===== config.mk =====
export PLATFORM = sky130hd
export DESIGN_NAME = keypad_scanner
export DESIGN_NICKNAME = d
export VERILOG_FILES = /design/src/rtl/keypad_pkg.sv /design/src/rtl/keypad_row_decode.sv /design/src/rtl/keypad_scanner.sv
export SDC_FILE = /design/constraint.sdc
export NUM_CORES = 1
export LEC_CHECK = 0
export ABC_AREA = 0
export CORE_MARGIN = 2
export CORE_UTILIZATION = 35
export DETAILED_ROUTE_END_ITERATION = 6
export HOLD_SLACK_MARGIN = 0.05
export RECOVER_POWER = 50
export SLEW_MARGIN = 40
export SYNTH_ARGS = -nofsm -noshare
export SYNTH_HDL_FRONTEND = slang
export SYNTH_HIERARCHICAL = 1
export SYNTH_SLANG_ARGS = --single-unit

===== constraint.sdc =====
create_clock -name clk -period 3.64 [get_ports clk]
set_input_delay 0.546 -clock clk [delete_from_list [all_inputs] [get_ports clk]]
set_output_delay 0.546 -clock clk [all_outputs]
set_load 0.05 [all_outputs]

===== src/rtl/keypad_pkg.sv =====
// Shared keypad types: row drive constants, scanner FSM states and the 4x4 key decode map.
package keypad_pkg;

    localparam logic [3:0] ROW0 = 4'b1110;
    localparam logic [3:0] ROW1 = 4'b1101;
    localparam logic [3:0] ROW2 = 4'b1011;
    localparam logic [3:0] ROW3 = 4'b0111;

    typedef logic [3:0] key_code_t;

    typedef enum logic [1:0] {
        IDLE,
        PRESS,
        HELD,
        RELEASE
    } state_t;

    typedef struct packed {
        logic      hit;
        key_code_t code;
    } key_hit_t;

    // Row and column are both one-cold; anything else on the columns is not a hit.
    function automatic key_hit_t decode_key(input logic [3:0] row, input logic [3:0] col);
        key_hit_t r_res;
        r_res.hit  = 1'b1;
        r_res.code = 4'h0;
        case ({row, col})
            {ROW0, 4'b1110}: r_res.code = 4'h7;
            {ROW0, 4'b1101}: r_res.code = 4'h4;
            {ROW0, 4'b1011}: r_res.code = 4'h1;
            {ROW0, 4'b0111}: r_res.code = 4'h0;
            {ROW1, 4'b1110}: r_res.code = 4'h8;
            {ROW1, 4'b1101}: r_res.code = 4'h5;
            {ROW1, 4'b1011}: r_res.code = 4'h2;
            {ROW1, 4'b0111}: r_res.code = 4'hA;
            {ROW2, 4'b1110}: r_res.code = 4'h9;
            {ROW2, 4'b1101}: r_res.code = 4'h6;
            {ROW2, 4'b1011}: r_res.code = 4'h3;
            {ROW2, 4'b0111}: r_res.code = 4'hB;
            {ROW3, 4'b1110}: r_res.code = 4'hC;
            {ROW3, 4'b1101}: r_res.code = 4'hD;
            {ROW3, 4'b1011}: r_res.code = 4'hE;
            {ROW3, 4'b0111}: r_res.code = 4'hF;
            default:         r_res.hit  = 1'b0;
        endcase
        return r_res;
    endfunction

endpackage


===== src/rtl/keypad_row_decode.sv =====
// Combinational decode of one scan slot: driven row plus sensed columns to hit/key code.
module keypad_row_decode
    import keypad_pkg::*;
(
    input  logic [3:0] i_row,
    input  logic [3:0] i_col,
    output logic       o_hit,
    output key_code_t  o_code
);

    key_hit_t w_dec;

    assign w_dec  = decode_key(i_row, i_col);
    assign o_hit  = w_dec.hit;
    assign o_code = w_dec.code;

endmodule


===== src/rtl/keypad_scanner.sv =====
// 4x4 keypad scanner with whole-frame debounce and single-cycle press events.
// Optional auto-repeat while held: define KEYPAD_AUTOREPEAT_EN.
module keypad_scanner
    import keypad_pkg::*;
#(
    parameter int unsigned SCAN_DIV        = 250000,
    parameter int unsigned DEBOUNCE_FRAMES = 3,
    parameter int unsigned REPEAT_FRAMES   = 40
) (
    input  logic       clk,
    input  logic       rst,
    input  logic [3:0] keypadCol,
    output logic [3:0] keypadRow,
    output logic [3:0] key_code,
    output logic       key_valid,
    output logic       key_held
);

    localparam int unsigned DivW = $clog2(SCAN_DIV);
    localparam int unsigned CntW = $clog2(DEBOUNCE_FRAMES + 1);
    localparam logic [DivW-1:0] DivMax = DivW'(SCAN_DIV - 1);
    localparam logic [CntW-1:0] CntMax = CntW'(DEBOUNCE_FRAMES);

    if (SCAN_DIV < 4 || DEBOUNCE_FRAMES < 1 || REPEAT_FRAMES < 1) begin : g_cfg_check
        $error("keypad_scanner: illegal parameter combination");
    end

    logic [3:0]      r_col_meta;
    logic [3:0]      r_col_sync;
    logic [DivW-1:0] r_div;
    logic [3:0]      r_row;
    logic            r_lat_hit;
    key_code_t       r_lat_code;
    state_t          r_state;
    logic [CntW-1:0] r_cnt;
    key_code_t       r_cand;
    key_code_t       r_key_code;
    logic            r_key_valid;
    logic            r_key_held;

    logic            w_tick;
    logic            w_frame_end;
    logic            w_slot_hit;
    key_code_t       w_slot_code;
    logic            w_frame_hit;
    key_code_t       w_frame_code;
    state_t          w_state_d;
    logic [CntW-1:0] w_cnt_d;
    key_code_t       w_cand_d;
    logic            w_accept;
    logic            w_pulse;

    always_ff @(posedge clk or posedge rst) begin
        if (rst) begin
            r_col_meta <= 4'b1111;
            r_col_sync <= 4'b1111;
        end else begin
            r_col_meta <= keypadCol;
            r_col_sync <= r_col_meta;
        end
    end

    assign w_tick      = (r_div == DivMax);
    assign w_frame_end = w_tick && (r_row == ROW3);

    always_ff @(posedge clk or posedge rst) begin
        if (rst) begin
            r_div <= '0;
            r_row <= ROW0;
        end else if (w_tick) begin
            r_div <= '0;
            r_row <= {r_row[2:0], r_row[3]};
        end else begin
            r_div <= r_div + 1'b1;
        end
    end

    keypad_row_decode u_row_decode (
        .i_row  (r_row),
        .i_col  (r_col_sync),
        .o_hit  (w_slot_hit),
        .o_code (w_slot_code)
    );

    // The earliest hit in the frame wins; the final slot is folded in combinationally.
    assign w_frame_hit  = r_lat_hit | w_slot_hit;
    assign w_frame_code = r_lat_hit ? r_lat_code : w_slot_code;

    always_ff @(posedge clk or posedge rst) begin
        if (rst) begin
            r_lat_hit  <= 1'b0;
            r_lat_code <= 4'h0;
        end else if (w_frame_end) begin
            r_lat_hit  <= 1'b0;
            r_lat_code <= 4'h0;
        end else if (w_tick && !r_lat_hit && w_slot_hit) begin
            r_lat_hit  <= 1'b1;
            r_lat_code <= w_slot_code;
        end
    end

    always_comb begin
        w_state_d = r_state;
        w_cnt_d   = r_cnt;
        w_cand_d  = r_cand;
        w_accept  = 1'b0;
        if (w_frame_end) begin
            unique case (r_state)
                IDLE: begin
                    if (w_frame_hit) begin
                        w_cand_d  = w_frame_code;
                        w_cnt_d   = CntW'(1);
                        w_state_d = PRESS;
                    end
                end
                PRESS: begin
                    if (!w_frame_hit) begin
                        w_cnt_d   = '0;
                        w_state_d = IDLE;
                    end else if (w_frame_code == r_cand) begin
                        w_cnt_d = r_cnt + 1'b1;
                    end else begin
                        w_cand_d = w_frame_code;
                        w_cnt_d  = CntW'(1);
                    end
                end
                HELD: begin
                    if (!w_frame_hit) begin
                        w_cnt_d   = CntW'(1);
                        w_state_d = RELEASE;
                    end
                end
                RELEASE: begin
                    if (w_frame_hit) begin
                        w_cnt_d   = '0;
                        w_state_d = HELD;
                    end else begin
                        w_cnt_d = r_cnt + 1'b1;
                    end
                end
            endcase
            // Threshold checks follow the case so DEBOUNCE_FRAMES==1 resolves in one frame.
            if (w_state_d == PRESS && w_cnt_d == CntMax) begin
                w_accept  = 1'b1;
                w_cnt_d   = '0;
                w_state_d = HELD;
            end
            if (w_state_d == RELEASE && w_cnt_d == CntMax) begin
                w_cnt_d   = '0;
                w_state_d = IDLE;
            end
        end
    end

`ifdef KEYPAD_AUTOREPEAT_EN
    localparam int unsigned RepW = $clog2(REPEAT_FRAMES + 1);
    localparam logic [RepW-1:0] RepMax = RepW'(REPEAT_FRAMES);

    logic [RepW-1:0] r_rep;
    logic [RepW-1:0] w_rep_d;
    logic            w_repeat;

    always_comb begin
        w_rep_d  = r_rep;
        w_repeat = 1'b0;
        if (w_frame_end) begin
            if (r_state == HELD && w_state_d == HELD && w_frame_hit &&
                w_frame_code == r_key_code) begin
                if (r_rep + 1'b1 == RepMax) begin
                    w_repeat = 1'b1;
                    w_rep_d  = '0;
                end else begin
                    w_rep_d = r_rep + 1'b1;
                end
            end else begin
                w_rep_d = '0;
            end
        end
    end

    always_ff @(posedge clk or posedge rst) begin
        if (rst) begin
            r_rep <= '0;
        end else begin
            r_rep <= w_rep_d;
        end
    end

    assign w_pulse = w_accept | w_repeat;
`else
    assign w_pulse = w_accept;
`endif

    always_ff @(posedge clk or posedge rst) begin
        if (rst) begin
            r_state     <= IDLE;
            r_cnt       <= '0;
            r_cand      <= 4'h0;
            r_key_code  <= 4'h0;
            r_key_valid <= 1'b0;
            r_key_held  <= 1'b0;
        end else begin
            r_state     <= w_state_d;
            r_cnt       <= w_cnt_d;
            r_cand      <= w_cand_d;
            r_key_valid <= w_pulse;
            r_key_held  <= (w_state_d == HELD) || (w_state_d == RELEASE);
            if (w_accept) begin
                r_key_code <= w_cand_d;
            end
        end
    end

    assign keypadRow = r_row;
    assign key_code  = r_key_code;
    assign key_valid = r_key_valid;
    assign key_held  = r_key_held;

endmodule


# Yosys cells after proc, flatten, opt, wreduce, memory -nomap -nowiden
# Cells that the tools add are included.
op_classes:
  n_addsub: 2
  n_eq_ne: 28
  mux: 35
  bitwise_logic: 1
  n_reduce_logical: 10
op_table:
  columns: ["cell", "count"]
  rows:
  - ["== test 8 bit, second input constant", 12]
  - ["case mux 4 bit (15 select lines)", 1]
  - ["two-way mux 2 bit", 18]
  - ["== test 8 x 7 -> 1 bit, second input constant", 4]
  - ["two-way mux 4 bit", 7]
  - ["adder 18 x 1 -> 18 bit, second input constant", 1]
  - ["== test 18 bit, second input constant", 1]
  - ["two-way mux 18 bit", 1]
  - ["case mux 2 bit (4 select lines)", 2]
  - ["OR reduction 16 bit", 1]
  - ["== test 2 bit, second input constant", 7]
  - ["case mux 4 bit (2 select lines)", 1]
  - ["logical AND 1 bit", 5]
  - ["two-way mux 1 bit", 5]
  - ["== test 2 x 1 -> 1 bit, second input constant", 2]
  - ["== test 4 x 3 -> 1 bit, second input constant", 1]
  - ["== test 4 bit", 1]
  - ["adder 2 x 1 -> 2 bit, second input constant", 1]
  - ["logical NOT 2 bit", 1]
  - ["nonzero test 2 bit", 1]
  - ["logical NOT 1 bit", 1]
  - ["logical OR 1 bit", 1]
  - ["OR 1 bit", 1]
totals:
  register_bits: 49
  input_bits: 6
  output_inout_bits: 10
  wordCells: 88

# Logic depth before layout (Yosys ltp)
depth:
  depth_word: 18
  ltp_mapped: 12
  ltp_nobuf: 10

# Cells and area by module
# The synthesis kept the hierarchy.
by_module_without_submodules:
  columns: ["module", "instances", "cells_per_inst", "area_per_inst_um2", "seq_area_each_um2"]
  rows:
  - ["keypad_scanner", 1, 191, 2184.6, 1239.9]
  - ["keypad_row_decode", 1, 68, 429.2, 0.0]

# Worst setup path before layout
# OpenSTA, ideal clock, no wires.
synth_timing:
  kind: "flip-flop to flip-flop"
  startpoint: "register r_row[3], in the netlist keypadRow[3]"
  endpoint: "register r_key_code[0], in the netlist key_code[0]"
  setup_time_ns: 0.128
  t_arrival_ns: 3.065
  required_time_ns: 3.512
  slack_ns: 0.447
  path_stages_with_launch: 12
  path_buffers: 2
  synth_period_minus_slack_ns: 3.193
  cell_sequence: "dfstp_2 buf_2 nand2_1 or3_1 o22ai_1 mux2i_2 xnor2_1 nor4_4 nand3_2 or3b_1 buf_6 mux2_1"
synth_via:
  elab_chain_len: 12
  word_cells_on_any_way: 47
  cone_classes: "eq/ne (20); mux (23); bitwise (1); reduce/logical (3)"
synth_rtl:
  columns: ["element", "line_no", "text"]
  rows:
  - ["start: declaration", "keypad_scanner.sv:31", "logic [3:0] r_row;"]
  - ["start signal: assignment", "keypad_scanner.sv:72", "r_row <= {r_row[2:0], r_row[3]};"]
  - ["== test 8 x 7 -> 1 bit or == test 8 bit (tied branches)", "keypad_pkg.sv:28", "case ({row, col})"]
  - ["case mux 4 bit (15 select lines) (*)", "keypad_pkg.sv:28", null]
  - ["net w_slot_code[0]", "keypad_scanner.sv:44", "key_code_t w_slot_code;"]
  - ["two-way mux 4 bit (*)", "keypad_scanner.sv:87", "assign w_frame_code = r_lat_hit ? r_lat_code : w_slot_code;"]
  - ["== test 4 bit", "keypad_scanner.sv:120", "end else if (w_frame_code == r_cand) begin"]
  - ["two-way mux 2 bit", "keypad_scanner.sv:120", null]
  - ["two-way mux 2 bit", "keypad_scanner.sv:117", "if (!w_frame_hit) begin"]
  - ["case mux 2 bit (4 select lines)", "keypad_scanner.sv:108", "unique case (r_state)"]
  - ["two-way mux 2 bit", "keypad_scanner.sv:107", "if (w_frame_end) begin"]
  - ["== test 2 bit", "keypad_scanner.sv:143", "if (w_state_d == PRESS && w_cnt_d == CntMax) begin"]
  - ["logical AND 1 bit", "keypad_scanner.sv:143", null]
  - ["two-way mux 1 bit", "keypad_scanner.sv:143", null]
  - ["two-way mux 1 bit", "keypad_scanner.sv:107", null]
  - ["end signal: assignment", "keypad_scanner.sv:209", "r_key_code <= w_cand_d;"]
  - ["end: declaration", "keypad_scanner.sv:37", "key_code_t r_key_code;"]
# Mark *: on every way through the listed nets, which the timed path passes. The rest lies on a longest branch. The select of a mux whose other input is x is not followed.
# A chain may end at the register's enable or synchronous reset.

# Worst setup path in the final report
layout_timing:
  startpoint: "register r_row[1], in the netlist keypadRow[1]"
  endpoint: "register r_key_code[1], in the netlist key_code[1]"
layout_via:
  elab_chain_len: 12
  word_cells_on_any_way: 47
  cone_classes: "eq/ne (20); mux (23); bitwise (1); reduce/logical (3)"
layout_rtl:
  columns: ["element", "line_no"]
  rows:
  - ["== test 8 x 7 -> 1 bit or == test 8 bit (tied branches)", "keypad_pkg.sv:28"]
  - ["case mux 4 bit (15 select lines) (*)", "keypad_pkg.sv:28"]
  - ["net w_slot_code[0]", "keypad_scanner.sv:44"]
  - ["two-way mux 4 bit (*)", "keypad_scanner.sv:87"]
  - ["== test 4 bit (*)", "keypad_scanner.sv:120"]
  - ["two-way mux 2 bit", "keypad_scanner.sv:120"]
  - ["two-way mux 2 bit", "keypad_scanner.sv:117"]
  - ["case mux 2 bit (4 select lines)", "keypad_scanner.sv:108"]
  - ["two-way mux 2 bit", "keypad_scanner.sv:107"]
  - ["== test 2 bit", "keypad_scanner.sv:143"]
  - ["logical AND 1 bit", "keypad_scanner.sv:143"]
  - ["two-way mux 1 bit", "keypad_scanner.sv:143"]
  - ["two-way mux 1 bit", "keypad_scanner.sv:107"]
# Marked as above.

==> results.ini <==
[floorplan]
ios = 16
die_x_microns = 90.4
core_sq_mm = 0.00725
start_util_pct = 36.0
die_h_microns = 90.4
die-area_sq_mm = 0.00817
row_count = 31

[global_routing]
grt_pass1_vias = 1774
grt_start_max_net_pins = 50
track_usage_pct = 12.3
grt-ovfl-total = 0
grt_pass1_wl_microns = 8470
grt_antenna_before_repair = 0

[layout]
fillers = 725
layoutNonFillerInstCount = 368
post_route_cells_drive_above_1_share_pct = 12.6
layout_common_cells = dfrtp_1 (38), nand2_1 (33), nor2_1 (22)
layout_commonest_cell = dfrtp_1
insertedDiodeCount = 0
area_delta_synth_final_pct = 10.9
fin_util_pct = 40.0
num-nets-final = 275

[worst_setup_path]
cp_slowest_cell = dfstp_2
r2r_cells = 9
start_kind = flip-flop
rrSetupSlack_ns = 0.47
critPathArrivalTime_ns = 3.36
path_cells = nand2_4 -> or3_1 -> o22ai_1 -> mux2i_2 -> xnor2_1 -> nor4_4 -> nand3_2 -> or3b_1 -> mux2_1
path_class = reg -> reg
crit_path_max_incr_delay_ns = 0.71
r2r_start = keypadRow[1]
cp.required_ns = 3.82
r2r_end = key_code[1]
crit_fanout = 14
path_delay_family = simple AND/OR/NAND/NOR gates
end_kind = flip-flop
crit_buf_inv = 0

[clocking]
clk_latency_ns = 0.30
htreeDepth = 2
cts_root_buf = clkbuf_8
cts_buffers = 5
numClockSinks = 49
cts_setup_buffers = 0
path_clk_slew_ns = 0.09
cts_buffer_depth = 2
cts_tree = yes
cts_resized = 0
hold_buffers = 0

[worst_hold_path]
hold_path.class = reg -> reg
hold_start = r_col_meta[2]
hold_depth = 0
hold-path-endpoint = r_col_sync[2]

[routing]
drcViolationCount = 0
routed_wl_microns = 4670
firstDrtPassIters = 4
num_vias = 1833
wire_per_inst_microns = 12.7
via_per_inst = 4.98
wl_met3_microns = 122
maxUsedRoutingLayer = met4
antenna_left = 0
wl_met2_microns = 2130
wl_met1_microns = 2360
drt-initial-drc-count = 79

[yosys]
seq_area_frac_synth_pct = 47.4
yosys_warnings = 6
synth_flop_cell = dfrtp_1
synth-edff-count = 0
synth_cells = 259
synth-seq-cells = 49
synth_cell_types = 55
syn_nets = 266
synthesis.area_sq_mm = 0.00261
synthArstFlopShare_pct = 100
synth_area_per_cell_sq_um = 10.1

[timing]
setup_ws_ns = 0.466
skew_ns = 0.0111
finalSetupTns_ns = 0
drv_slew = 50
worstMarginPinSlew_ns = 2.08
fin_crit_ns = 3.17
finalSetupViolations = 0
hold_viol_final = 0
fmax_mhz = 315
period_share_pct = 87.2
rsz0062_at_grt = false
slew_headroom_pct = -39.4

[placement]
hpwl_microns = 3240
dp_cells = 360
io_buffers = 15
place_ws_ns = 0.461
finalWeightedCongestion = 0.782

[power_and_ir_drop]
p_leak_uw = 0.00119
total_power_uw = 920
powerDensity_mw_per_mm2 = 317
ir_drop_mv = 0.135

[job]
cap_violations = 1

[run_status]
status = complete, but fails checks
violations = capacitance limit, slew limit

cells in the mapped netlist, drive strengths merged (5+ instances only):
| cell | instances | area share (%) |
|---|---|---|
| xnor2 | 16 | 5.4 |
| xor2 | 11 | 3.7 |
| buf | 12 | 3.4 |
| dfstp | 11 | 11 |
| mux2i | 5 | 2.1 |
| o21ai | 14 | 2.7 |
| nand2b | 8 | 1.9 |
| nand3 | 12 | 2.7 |
| nor2 | 22 | 3.2 |
| a21oi | 5 | 0.96 |
| nand2 | 34 | 5.2 |
| dfrtp | 38 | 36 |
| mux2 | 8 | 3.4 |
how the worst max path moves through the flow:
stage	from	end	slack, ns	cells after the start
4_1_cts	keypadRow[1]	key_code[1]	0.45	9
6_report	keypadRow[1]	key_code[1]	0.47	9
3_3_place_gp	keypadRow[1]	key_code[2]	0.53	9
2_1_floorplan	keypadRow[3]	key_code[0]	0.45	11
3_5_place_dp	keypadRow[1]	key_code[0]	0.46	9
5_1_grt	keypadRow[1]	key_code[1]	0.26	9
metrics by stage:
| step | hold slack, ns | cell area [sq um] |
|---|---|---|
| 6_report | 0.359 | 2900 |
| 5_1_grt | 0.364 | 2900 |
| 4_1_cts | 0.360 | 2900 |
| 3_5_place_dp | 0.347 | 2800 |
| 3_3_place_gp | 0.346 | 2800 |
| 2_1_floorplan | 0.345 | 2610 |
cell families (layout without fill, tap and decap cells):
family                   after synthesis  count (layout)  share of synthesized area [%]
AO/OA/AOI/OAI                         40              40                           10.1
XOR/XNOR                              27              27                           9.05
adder cells (fa/ha/maj)                1               1                          0.479
buffers and inverters                 19              29                           4.45
flip-flops                            49              49                           47.4
multiplexers                          13              13                           5.50
AND/OR/NAND/NOR                      110             110                           23.0
worst register-to-register path, delay by kind of cell (launching register included):
kind | cells | cell delay [ns]
flip-flops | 1 | 0.71
AO/OA/AOI/OAI | 1 | 0.24
AND/OR/NAND/NOR | 5 | 1.47
XOR/XNOR | 1 | 0.17
multiplexers | 2 | 0.47
per-layer routing:
layer | vias up | global-route usage, %
li1 | 927 | -
met4 | 0 | 3.85
met5 | - | 0
met1 | 876 | 17.3
met2 | 26 | 19.1
met3 | 4 | 2.59
state kept, by name, indices dropped and copies added, names as in the netlist:
| register | cells |
|---|---|
| key_code | 4 |
| key_held | 1 |
| key_valid | 1 |
| keypadRow | 4 |
| r_cand | 4 |
| r_cnt | 2 |
| r_col_meta | 4 |
| r_col_sync | 4 |
| r_div | 18 |
| r_lat_code | 4 |
| r_lat_hit | 1 |
| r_state | 2 |
final cells by class:
type                    instances  area (sq um)  share of cell area (%)
well taps                      99           124                    4.27
repair buffers                 17           165                    5.70
inverters                       4          16.3                   0.561
multi-input cells             191          1260                    43.4
clock inverters                 2          13.8                   0.475
flip-flops and latches         49          1240                    42.8
clock buffers                   6          82.6                    2.85
power breakdown:
part	total, uW	internal (uW)	switching [uW]
Sequential	561	553	8.03
Clock	336	154	181
Combinational	23.4	8.88	14.5
Total	920	716	204
Power figures use the tool's default switching activity.
